File: src/rtl/program_loader.sv
`default_nettype none
// ============================================================================
//  Module      : program_loader
//  Description : Writable program memory filled from a framed byte stream
//                (length, data, checksum); holds the CPU in reset until the
//                frame verifies. Combinational CPU read port.
//  Revision    : 1.0  initial release
// ============================================================================
module program_loader #(
   parameter int DEPTH  = 16,
   parameter int ADDR_W = 4,
   parameter int DATA_W = 8
) (
   input  logic              clk,
   input  logic              reset,
   input  logic              start,
   input  logic              in_valid,
   input  logic [DATA_W-1:0] in_data,
   output logic              in_ready,
   input  logic [ADDR_W-1:0] cpu_addr,
   input  logic              cpu_enable_n,
   output logic [DATA_W-1:0] cpu_data,
   output logic              cpu_hold,
   output logic              done,
   output logic              error,
   output logic [DATA_W-1:0] checksum
);

   localparam logic [ADDR_W:0] c_depth = (ADDR_W+1)'(DEPTH);
   localparam logic [ADDR_W:0] c_one   = (ADDR_W+1)'(1);

   typedef enum logic [2:0] {
      S_IDLE = 3'd0,
      S_LEN  = 3'd1,
      S_DATA = 3'd2,
      S_CHK  = 3'd3,
      S_DONE = 3'd4,
      S_ERR  = 3'd5
   } state_t;

   state_t            r_state;
   state_t            w_next;
   logic [ADDR_W-1:0] r_addr;
   logic [ADDR_W:0]   r_remain;
   logic [DATA_W-1:0] r_checksum;
   logic [DATA_W-1:0] r_mem [DEPTH];

   logic              w_xfer;
   logic              w_start_ok;
   logic              w_len_bad;
   logic [ADDR_W:0]   w_len;

   assign in_ready = (r_state == S_LEN) || (r_state == S_DATA) || (r_state == S_CHK);
   assign cpu_hold = in_ready || (r_state == S_ERR);
   assign done     = (r_state == S_DONE);
   assign error    = (r_state == S_ERR);
   assign checksum = r_checksum;

   assign w_xfer     = in_valid && in_ready;
   assign w_start_ok = start && ((r_state == S_IDLE) || (r_state == S_DONE) || (r_state == S_ERR));
   assign w_len_bad  = (in_data[DATA_W-1:ADDR_W] != '0);
   // A zero length field encodes a full-depth frame.
   assign w_len      = (in_data[ADDR_W-1:0] == '0) ? c_depth : {1'b0, in_data[ADDR_W-1:0]};

   always_ff @(posedge clk or negedge reset) begin
      if (!reset) begin
         r_state <= S_IDLE;
      end else begin
         r_state <= w_next;
      end
   end

   always_comb begin
      w_next = r_state;
      case (r_state)
         S_IDLE, S_DONE, S_ERR: begin
            if (start) w_next = S_LEN;
         end
         S_LEN: begin
            if (w_xfer) w_next = w_len_bad ? S_ERR : S_DATA;
         end
         S_DATA: begin
            if (w_xfer && (r_remain == c_one)) w_next = S_CHK;
         end
         S_CHK: begin
            if (w_xfer) w_next = (in_data == r_checksum) ? S_DONE : S_ERR;
         end
         default: w_next = S_IDLE;
      endcase
   end

   always_ff @(posedge clk or negedge reset) begin
      if (!reset) begin
         r_addr     <= '0;
         r_remain   <= '0;
         r_checksum <= '0;
      end else if (w_start_ok) begin
         r_addr     <= '0;
         r_remain   <= '0;
         r_checksum <= '0;
      end else if (w_xfer) begin
         if (r_state == S_LEN) begin
            r_remain <= w_len;
         end else if (r_state == S_DATA) begin
            r_addr     <= r_addr + 1'b1;
            r_remain   <= r_remain - c_one;
            r_checksum <= r_checksum + in_data;
         end
      end
   end

   always_ff @(posedge clk or negedge reset) begin
      if (!reset) begin
         for (int i = 0; i < DEPTH; i++) begin
            r_mem[i] <= '0;
         end
      end else if (w_xfer && (r_state == S_DATA)) begin
         r_mem[r_addr] <= in_data;
      end
   end

   // Read is combinational from the array, so a same-cycle write is seen only after the edge.
   assign cpu_data = cpu_enable_n ? '0 : r_mem[cpu_addr];

endmodule
`default_nettype wire
File: config.mk
export PLATFORM = sky130hd
export DESIGN_NAME = program_loader
export DESIGN_NICKNAME = d
export VERILOG_FILES = /design/src/rtl/program_loader.sv
export SDC_FILE = /design/constraint.sdc
export NUM_CORES = 1
export LEC_CHECK = 0
export ABC_AREA = 0
export CAP_MARGIN = 20
export CORE_UTILIZATION = 54
export DETAILED_ROUTE_END_ITERATION = 8
export PLACE_DENSITY_LB_ADDON = 0.3
export RECOVER_POWER = 25
export SLEW_MARGIN = 25
export SYNTH_ARGS = -nofsm -noshare
export SYNTH_HDL_FRONTEND = slang
export SYNTH_SLANG_ARGS = --single-unit
File: constraint.sdc
create_clock -name clk -period 1.6 [get_ports clk]
set_input_delay 0.24 -clock clk [delete_from_list [all_inputs] [get_ports clk]]
set_output_delay 0.24 -clock clk [all_outputs]
set_load 0.01 [all_outputs]
; After elaboration in Yosys (flattened, before gate mapping)
; Cells that the tools add are included.
[word_totals]
reg_bits = 148
in_bits = 17
[classes]
mux = 27
n_addsub = 3
n_eq_ne = 12
n_reduce_logical = 20
order_cmp = 3
bitwise = 2
[ops]
columns = operator, n
row1 = bitwise mux 128 bit, 1
row2 = two-way mux 8 bit, 8
row3 = binary-select mux 8 bit (select 4 bit), 1
row4 = demux 8 bit (select 4 bit), 1
row5 = two-way mux 5 bit, 5
row6 = two-way mux 4 bit, 4
row7 = two-way mux 3 bit, 5
row8 = one-hot mux 3 bit (4 select lines), 1
row9 = >= comparator 5 bit (second input constant), 2
row10 = NOT 4 -> 5 bit, 2
row11 = adder 8 bit, 1
row12 = == test 8 bit, 1
row13 = != test 2 bit (second input constant), 4
row14 = == test 3 x 2 -> 1 bit (second input constant), 2
row15 = == test 3 bit (second input constant), 2
row16 = == test 5 x 1 -> 1 bit (second input constant), 1
row17 = logical AND 1 bit, 5
row18 = logical OR 1 bit, 5
row19 = < comparator 5 x 1 -> 1 bit (second input constant), 1
row20 = subtractor 5 x 1 -> 5 bit (second input constant), 1
row21 = adder 4 x 1 -> 4 bit (second input constant), 1
row22 = zero test 4 bit, 1
row23 = AND reduction 4 bit, 1
row24 = nonzero test 2 bit, 2
row25 = 9 further kinds, 9

; Longest topological paths before layout
; Gate-level depths: netlist of run 1.
[logic_depth]
depth_word = 7
ltp_mapped = 8
ltp_nobuf = 8

; Least setup slack after synthesis of run 1
; No wires, ideal clock.
[synth_timing]
kind = register to register
start = reg r_checksum[0], in the netlist checksum[0]
end = reg r_checksum[6], in the netlist checksum[6]
synth_period_minus_slack_ns = 1.739
arrival_time_ns = 1.617
t_required_ns = 1.478
stages_incl_launch_ff = 9
path_slack_ns = -0.139
n_path_buf = 0
cell_sequence = dfrtp_1 > ha_1 > inv_1 > fa_1 > nand2b_1 > a21oi_1 > o21ai_0 > mux2i_1 > nand2_1
[synth_between]
elab_chain_cells = 5
[synth_rtl]
columns = element, line_no
row1 = from (decl), 45  ; logic [DATA_W-1:0] r_checksum;
row2 = from (signal assigned), 107  ; r_checksum <= r_checksum + in_data;
row3 = adder 8 bit, 107
row4 = two-way mux 8 bit, 104  ; end else if (r_state == S_DATA) begin
row5 = two-way mux 8 bit, 102  ; if (r_state == S_LEN) begin
row6 = two-way mux 8 bit, 101  ; end else if (w_xfer) begin
row7 = two-way mux 8 bit, 97  ; end else if (w_start_ok) begin
; No other way between the ends. The select of a mux whose other input is x is not followed.
; A chain may end at the register's enable or synchronous reset.

; Worst setup path in the final report of run 1
[layout_timing]
start = reg r_mem[89] (netlist bit)
end = out cpu_data[1]
[layout_between]
elab_chain_cells = 4
[layout_rtl]
columns = element, line_no
row1 = from (decl), 46  ; logic [DATA_W-1:0] r_mem [DEPTH];
row2 = "from (signal, indexed assignment)", 118  ; r_mem[r_addr] <= in_data;
row3 = binary-select mux 8 bit (select 4 bit), 123  ; assign cpu_data = cpu_enable_n ? '0 : r_mem[cpu_addr];
row4 = two-way mux 8 bit (implied by the code) (2 in a row), 123
row5 = two-way mux 8 bit, 123
row6 = to (decl), 22  ; output logic [DATA_W-1:0] cpu_data,
; No other way between the ends. The select of a mux whose other input is x is not followed.

==> results.json, run 1 <==
{
  "cts_sinks": 148,
  "fin_setup_tns_ns": -24.67,
  "synth_edf_count": 0,
  "relSlewSlack_pct": 30.3,
  "ys_types": 55,
  "power_density_nw_per_um2": 997,
  "fin_ws_ns": -0.469,
  "diodes": 0,
  "synth_fa_ha_area_share_pct": 2.49,
  "dp.cells": 801,
  "cts.path.max_buffers": 2,
  "worst_slew_pin_slew_ns": 1.05,
  "setup_viol_count_final": 146,
  "cp_slowest_cell": "mux4_2",
  "p_leak_nw": 4.84,
  "root_buffer": "clkbuf_16",
  "synth_cells": 547,
  "start_util_pct": 55.3,
  "synth_mux_area_share_pct": 28.6,
  "syn_to_final_growth_pct": 41.0,
  "synth_top_family_by_area": "multiplexers",
  "drtAntennaViolNets": 0,
  "synth-compound-area-share_pct": 6.27,
  "drc": 0,
  "clkTransAtPathRegs_ns": 0.06,
  "wl_per_cell_um": 24.7,
  "vias": 5505,
  "path_buf_inv": 1,
  "dieHeight_um": 118,
  "grt_first_pass_wirelength_mm": 31.4,
  "cap_violations": 0,
  "clkPwrFrac_pct": 37.4,
  "violations": "setup timing",
  "grt_pass1_vias": 5683,
  "nets": 729,
  "grt_usage_pct": 30.1,
  "avgSynthCellArea_sq_um": 13.4,
  "ir_drop_mv": 0.874,
  "worst_ep_required_time_ns": 1.36,
  "io_pins": 37,
  "ys_ff_latch": 148,
  "report.final.slew_viol_count": 0,
  "antenna_found_initial": 0,
  "ys.flop_type": "dfrtp_1",
  "power.internal_mw": 7.29,
  "p_sw_share_pct": 29.2,
  "combPwrFrac_pct": 23.2,
  "dpl-instance-area_sq_um": 8590,
  "cts_htree_levels": 4,
  "synth_area_sq_um": 7330,
  "pwr-share-seq_pct": 39.4,
  "cts_tree": "yes",
  "critical_path.top_delay_family": "multiplexers",
  "grt_overflow": 0,
  "synth_async_sr_flop_share_pct": 100,
  "firstDrtPassIters": 5,
  "synth_fp_nets": 578,
  "synth_top_area_cell": "dfrtp_1",
  "drt_wl_total_mm": 21.9,
  "synth-simple-area-share_pct": 8.57,
  "yosysSeqAreaShare_pct": 50.5,
  "holdWs_ns": 0.425,
  "finClkSkew_ns": 0.00903,
  "max_stage_delay_ns": 0.49,
  "grt_max_degree": 39,
  "synthXorXnorAreaFrac_pct": 0.717,
  "synth_top_area_share_pct": 50.5,
  "critPathCaptureType": "primary output",
  "via_per_inst": 6.21,
  "fin_util_pct": 78.1,
  "finalPower_mw": 10.3,
  "die_width_um": 118,
  "placementRows": 42,
  "critPathKind": "reg -> out",
  "core_region_area_sq_um": 13200,
  "drive_gt1_share_pct": 58.8,
  "cts_made_buffers": 17,
  "yosysWarnings": 0,
  "die-area_sq_um": 14000,
  "status": "complete, but fails checks",
  "hold_class": "in -> reg",
  "rsz0062_at_grt": "true",
  "worstPathArrival_ns": 1.83,
  "clock.fmax_ghz": 0.483,
  "synth.area.top_cells": "dfrtp_1 51%, mux2_2 16%, mux4_2 9.8%",
  "final_hold_viol_count": 0,
  "gp_congestion": 0.860,
  "power.switching_mw": 3.01,
  "fin_crit_ns": 2.07,
  "io_buffers": 36,
  "first_iter_violations": 401,
  "post-place-ws_ns": -0.829,
  "design_area_sq_um": 10300,
  "clock_latency_ns": 0.43,
  "period_share_pct": 129,
  "crit_chain": "mux4_2 -> mux2i_2 -> o22ai_2 -> buf_2",
  "instances_no_fill": 887,
  "dp_hpwl_mm": 11.8,
  "worstSetupStartpointType": "flip-flop",
  "cp_max_fo": 2
}
[worst paths after layout]
| kind | start | endpoint | slack, ns | cells past startpoint |
|---|---|---|---|---|
| setup / recovery | r_mem[89]$_DFFE_PN0P_ | cpu_data[1] | -0.47 | 4 |
| max in group asynchronous | reset | r_mem[70]$_DFFE_PN0P_ | 0.25 | 3 |
| setup reg to reg | r_state[2]$_DFFE_PN0P_ | r_mem[111]$_DFFE_PN0P_ | -0.24 | 8 |
| min in group asynchronous | reset | r_mem[116]$_DFFE_PN0P_ | 0.54 | 2 |
| hold / removal | in_data[1] | r_mem[65]$_DFFE_PN0P_ | 0.43 | 2 |
| hold reg to reg | r_mem[124]$_DFFE_PN0P_ | r_mem[124]$_DFFE_PN0P_ | 0.50 | 1 |
[Yosys cell counts (2+ instances only)]
| cell | number |
|---|---|
| mux2i_1 | 19 |
| mux4_2 | 32 |
| o21a_1 | 3 |
| nand2_1 | 35 |
| nor2b_1 | 3 |
| or2_2 | 2 |
| dfrtp_1 | 148 |
| mux2_2 | 104 |
| ha_1 | 13 |
| o21ai_0 | 39 |
| nor3_1 | 6 |
| o22ai_1 | 8 |
| nor2_1 | 15 |
| nand3_2 | 6 |
| a22oi_1 | 2 |
| buf_2 | 10 |
| xnor2_1 | 2 |
| nand4_2 | 3 |
| buf_4 | 3 |
| clkbuf_1 | 13 |
| buf_1 | 5 |
| o211ai_1 | 2 |
| nand3_4 | 4 |
| a22o_1 | 3 |
| nand2_2 | 3 |
| nor4_1 | 3 |
| a21oi_1 | 10 |
| inv_1 | 9 |
| xor2_1 | 4 |
| nand3_1 | 3 |
| nand2b_1 | 6 |
| nor3b_1 | 5 |
| a211oi_1 | 2 |
[worst register-to-register path: stages, from the launching register on]
cell,delay (ns)
dfrtp_1,0.40
buf_6,0.13
nor2b_4,0.14
and3_4,0.24
buf_12,0.11
buf_16,0.13
nand3_4,0.11
buf_12,0.16
mux2_2,0.29
[layer usage]
metal  GRT usage, %  vias to the layer above  routed length [um]
met4           11.6                        0                 834
li1               -                     2341                   -
met1           39.8                     2859                8600
met5              0                        -                   0
met3           5.21                       61                1270
met2           50.0                      244               11200
[registers in the layout, indices dropped and copies added (netlist names)]
name / flops
checksum: 8
r_mem: 128
r_state: 3
r_addr: 4
r_remain: 5
[timing repair]
action,4_1_cts,5_1_grt
endpoints found under the setup margin,97,160
buffers inserted,18,24
hold endpoints to repair,33,0
pin swaps,21,45
gates cloned,8,5
hold buffers,1,0
resized for setup,119,121
[layout by cell type, fill, tap and decap left out, types with 14 or more instances in the layout]
cell type	netlist	layout
clkbuf_16	0	25
nand2_2	3	15
dfrtp_1	148	146
buf_4	3	70
mux2_2	104	101
buf_6	1	22
mux4_2	32	32
nand2_1	35	14
nor2_1	15	14
o21ai_1	0	19
o21ai_2	0	15
buf_12	1	23
[power groups by stage]
stage          sequential [mW]  combinational (mW)  clock [mW]
2_1_floorplan             4.06                1.03           0
3_3_place_gp              4.08                1.70           0
3_5_place_dp              4.09                1.76           0
4_1_cts                   4.03                1.93        3.84
5_1_grt                   4.07                2.58        4.02
6_report                  4.06                2.39        3.85
[cells by family (layout without fill, tap and decap cells)]
kind of cell / count (synthesis) / count (layout)
AOI/OAI and AO/OA: 77 / 77
buffers and inverters: 43 / 204
xor gates and xnor gates: 6 / 6
and+or+nand+nor: 103 / 106
DFF: 148 / 148
muxes: 156 / 156
adders and majority gates: 14 / 14
[cell type report]
class,instances,area (sq um)
Sequential cell,148,3710
Timing Repair Buffer,162,1800
Clock buffer,21,460
Tap cell,176,220
Inverter,10,40.0
Fill cell,772,2910
Clock inverter,11,100
Multi-Input combinational cell,359,4010
Note: power is estimated with default switching activity, not from simulation.
==> run 2: changes to the inputs <==
PLACE_DENSITY_LB_ADDON = 0.08   (was 0.3)
TNS_END_PERCENT = 5   (was default)
==> results.json, run 2 (synthesized netlist as in run 1, its figures left out) <==
{
  "final_hold_viol_count": 0,
  "dpl-instance-area_sq_um": 8550,
  "r2r_start": "checksum[4]$_DFFE_PN0P_",
  "grt_first_pass_wirelength_mm": 28.6,
  "power_density_nw_per_um2": 1080,
  "start_util_pct": 55.3,
  "cap_violations": 0,
  "worstSetupStartpointType": "flip-flop",
  "worst_ep_required_time_ns": 1.36,
  "dieHeight_um": 118,
  "whs_endpoint": "r_mem[121]$_DFFE_PN0P_",
  "drc": 0,
  "first_iter_violations": 307,
  "nets": 689,
  "gp_congestion": 0.864,
  "antenna_found_initial": 0,
  "drtAntennaViolNets": 0,
  "regArea_sq_um": 3710,
  "critPathKind": "reg -> out",
  "cts_made_buffers": 17,
  "cp_max_fo": 2,
  "dp_hpwl_mm": 11.7,
  "multi_input_comb_area_sq_um": 3620,
  "layout_commonest_cell": "dfrtp_1",
  "p_leak_nw": 4.52,
  "setup_viol_count_final": 20,
  "wl_per_cell_um": 21.0,
  "regMostFlops": "r_mem",
  "grt_pass1_vias": 5240,
  "layout_common_cells": "145 x dfrtp_1, 104 x mux2_2, 68 x buf_4",
  "die_width_um": 118,
  "worstPathArrival_ns": 1.79,
  "hold_class": "reg -> reg",
  "finalPower_mw": 10.1,
  "ir_drop_mv": 0.811,
  "cts_tree": "yes",
  "worst_slew_pin_slew_ns": 1.16,
  "clock_latency_ns": 0.42,
  "reg2regPathDepth": 6,
  "instances_no_fill": 847,
  "clock.fmax_ghz": 0.492,
  "grt_max_degree": 47,
  "design_area_sq_um": 9400,
  "holdPathStages": 2,
  "relSlewSlack_pct": 22.5,
  "cts_sinks": 148,
  "core_region_area_sq_um": 13200,
  "io_pins": 37,
  "via_per_inst": 5.92,
  "die-area_sq_um": 14000,
  "r2r_end": "checksum[7]$_DFFE_PN0P_",
  "placementRows": 42,
  "drt_wl_total_mm": 17.8,
  "drive_gt1_share_pct": 48.7,
  "cts_htree_levels": 4,
  "violations": "setup timing",
  "critPathCaptureType": "primary output",
  "rsz0062_at_grt": "true",
  "cp-startpoint": "r_mem[7]$_DFFE_PN0P_",
  "grt_overflow": 0,
  "fin_util_pct": 71.0,
  "fill_cells": 949,
  "status": "complete, but fails checks",
  "dp.cells": 806,
  "vias": 5014,
  "r2r_slack_ns": -0.09,
  "syn_to_final_growth_pct": 28.3,
  "grt_usage_pct": 27.4,
  "largest_reg_flops": 128,
  "root_buffer": "clkbuf_16",
  "fin_crit_ns": 2.03,
  "finClkSkew_ns": 0.00434,
  "io_buffers": 36,
  "report.final.slew_viol_count": 0,
  "firstDrtPassIters": 5,
  "fin_ws_ns": -0.431,
  "cts.path.max_buffers": 2,
  "diodes": 0,
  "period_share_pct": 127,
  "clkTransAtPathRegs_ns": 0.06,
  "min-delay-start": "r_mem[121]$_DFFE_PN0P_"
}
-- run 2: layer usage --
metal / share of wire, % / GRT usage (%) / vias up
met5: 0 / 0 / -
met2: 51 / 47.1 / 132
li1: - / - / 2236
met4: 2.0 / 8.54 / 0
met1: 42 / 35.6 / 2619
met3: 4.5 / 4.92 / 27
-- run 2: how the worst max path moves through the flow --
| stage | slack [ns] | endpoint |
|---|---|---|
| floorplan | -0.04 | checksum[6]$_DFFE_PN0P_ |
| global placement | -0.90 | cpu_data[7] |
| detailed placement | -0.87 | cpu_data[7] |
| CTS | -0.44 | cpu_data[7] |
| global route | -0.49 | cpu_data[2] |
| finish | -0.43 | cpu_data[7] |
-- run 2: stage by stage --
| stage | setup slack, ns | setup TNS (ns) | hold WS [ns] |
|---|---|---|---|
| after floorplan | -0.0432 | -0.0808 | -0.0556 |
| after global placement | -0.897 | -51.70 | 0.216 |
| final | -0.431 | -3.91 | 0.485 |
| after CTS | -0.436 | -4.15 | 0.343 |
| after global routing | -0.485 | -6.70 | 0.502 |
| after detailed placement | -0.872 | -58.05 | 0.222 |
-- run 2: timing repair --
action / CTS / global route
cloned: 1 / 0
buffers inserted: 1 / 6
endpoints found under the setup margin: 116 / 107
hold buffers: 1 / 0
pin swaps: 9 / 4
gates resized for setup: 80 / 17
hold endpoints to repair: 40 / 0
-- run 2: cell type report --
type,instances,share of cell area (%)
clock buffer,20,4.86
clock inverter,12,1.88
inverter,10,0.399
multi-input combinational,356,38.5
sequential,148,39.4
tap,176,2.34
timing repair buffer,125,12.6
-- run 2: critical path: stages, from the launching register on --
cell and delay [ns]:
dfrtp_1 0.39, mux4_2 0.49, mux2i_2 0.21, o22ai_2 0.13
buf_2 0.16
-- run 2: where the power goes --
group	switching, mW	total (mW)	leakage (nW)	internal (mW)
registers	0.143	4.05	2.05	3.91
clock network	1.56	4.25	0.307	2.70
logic	0.956	1.82	2.16	0.867
total	2.65	10.1	4.52	7.47
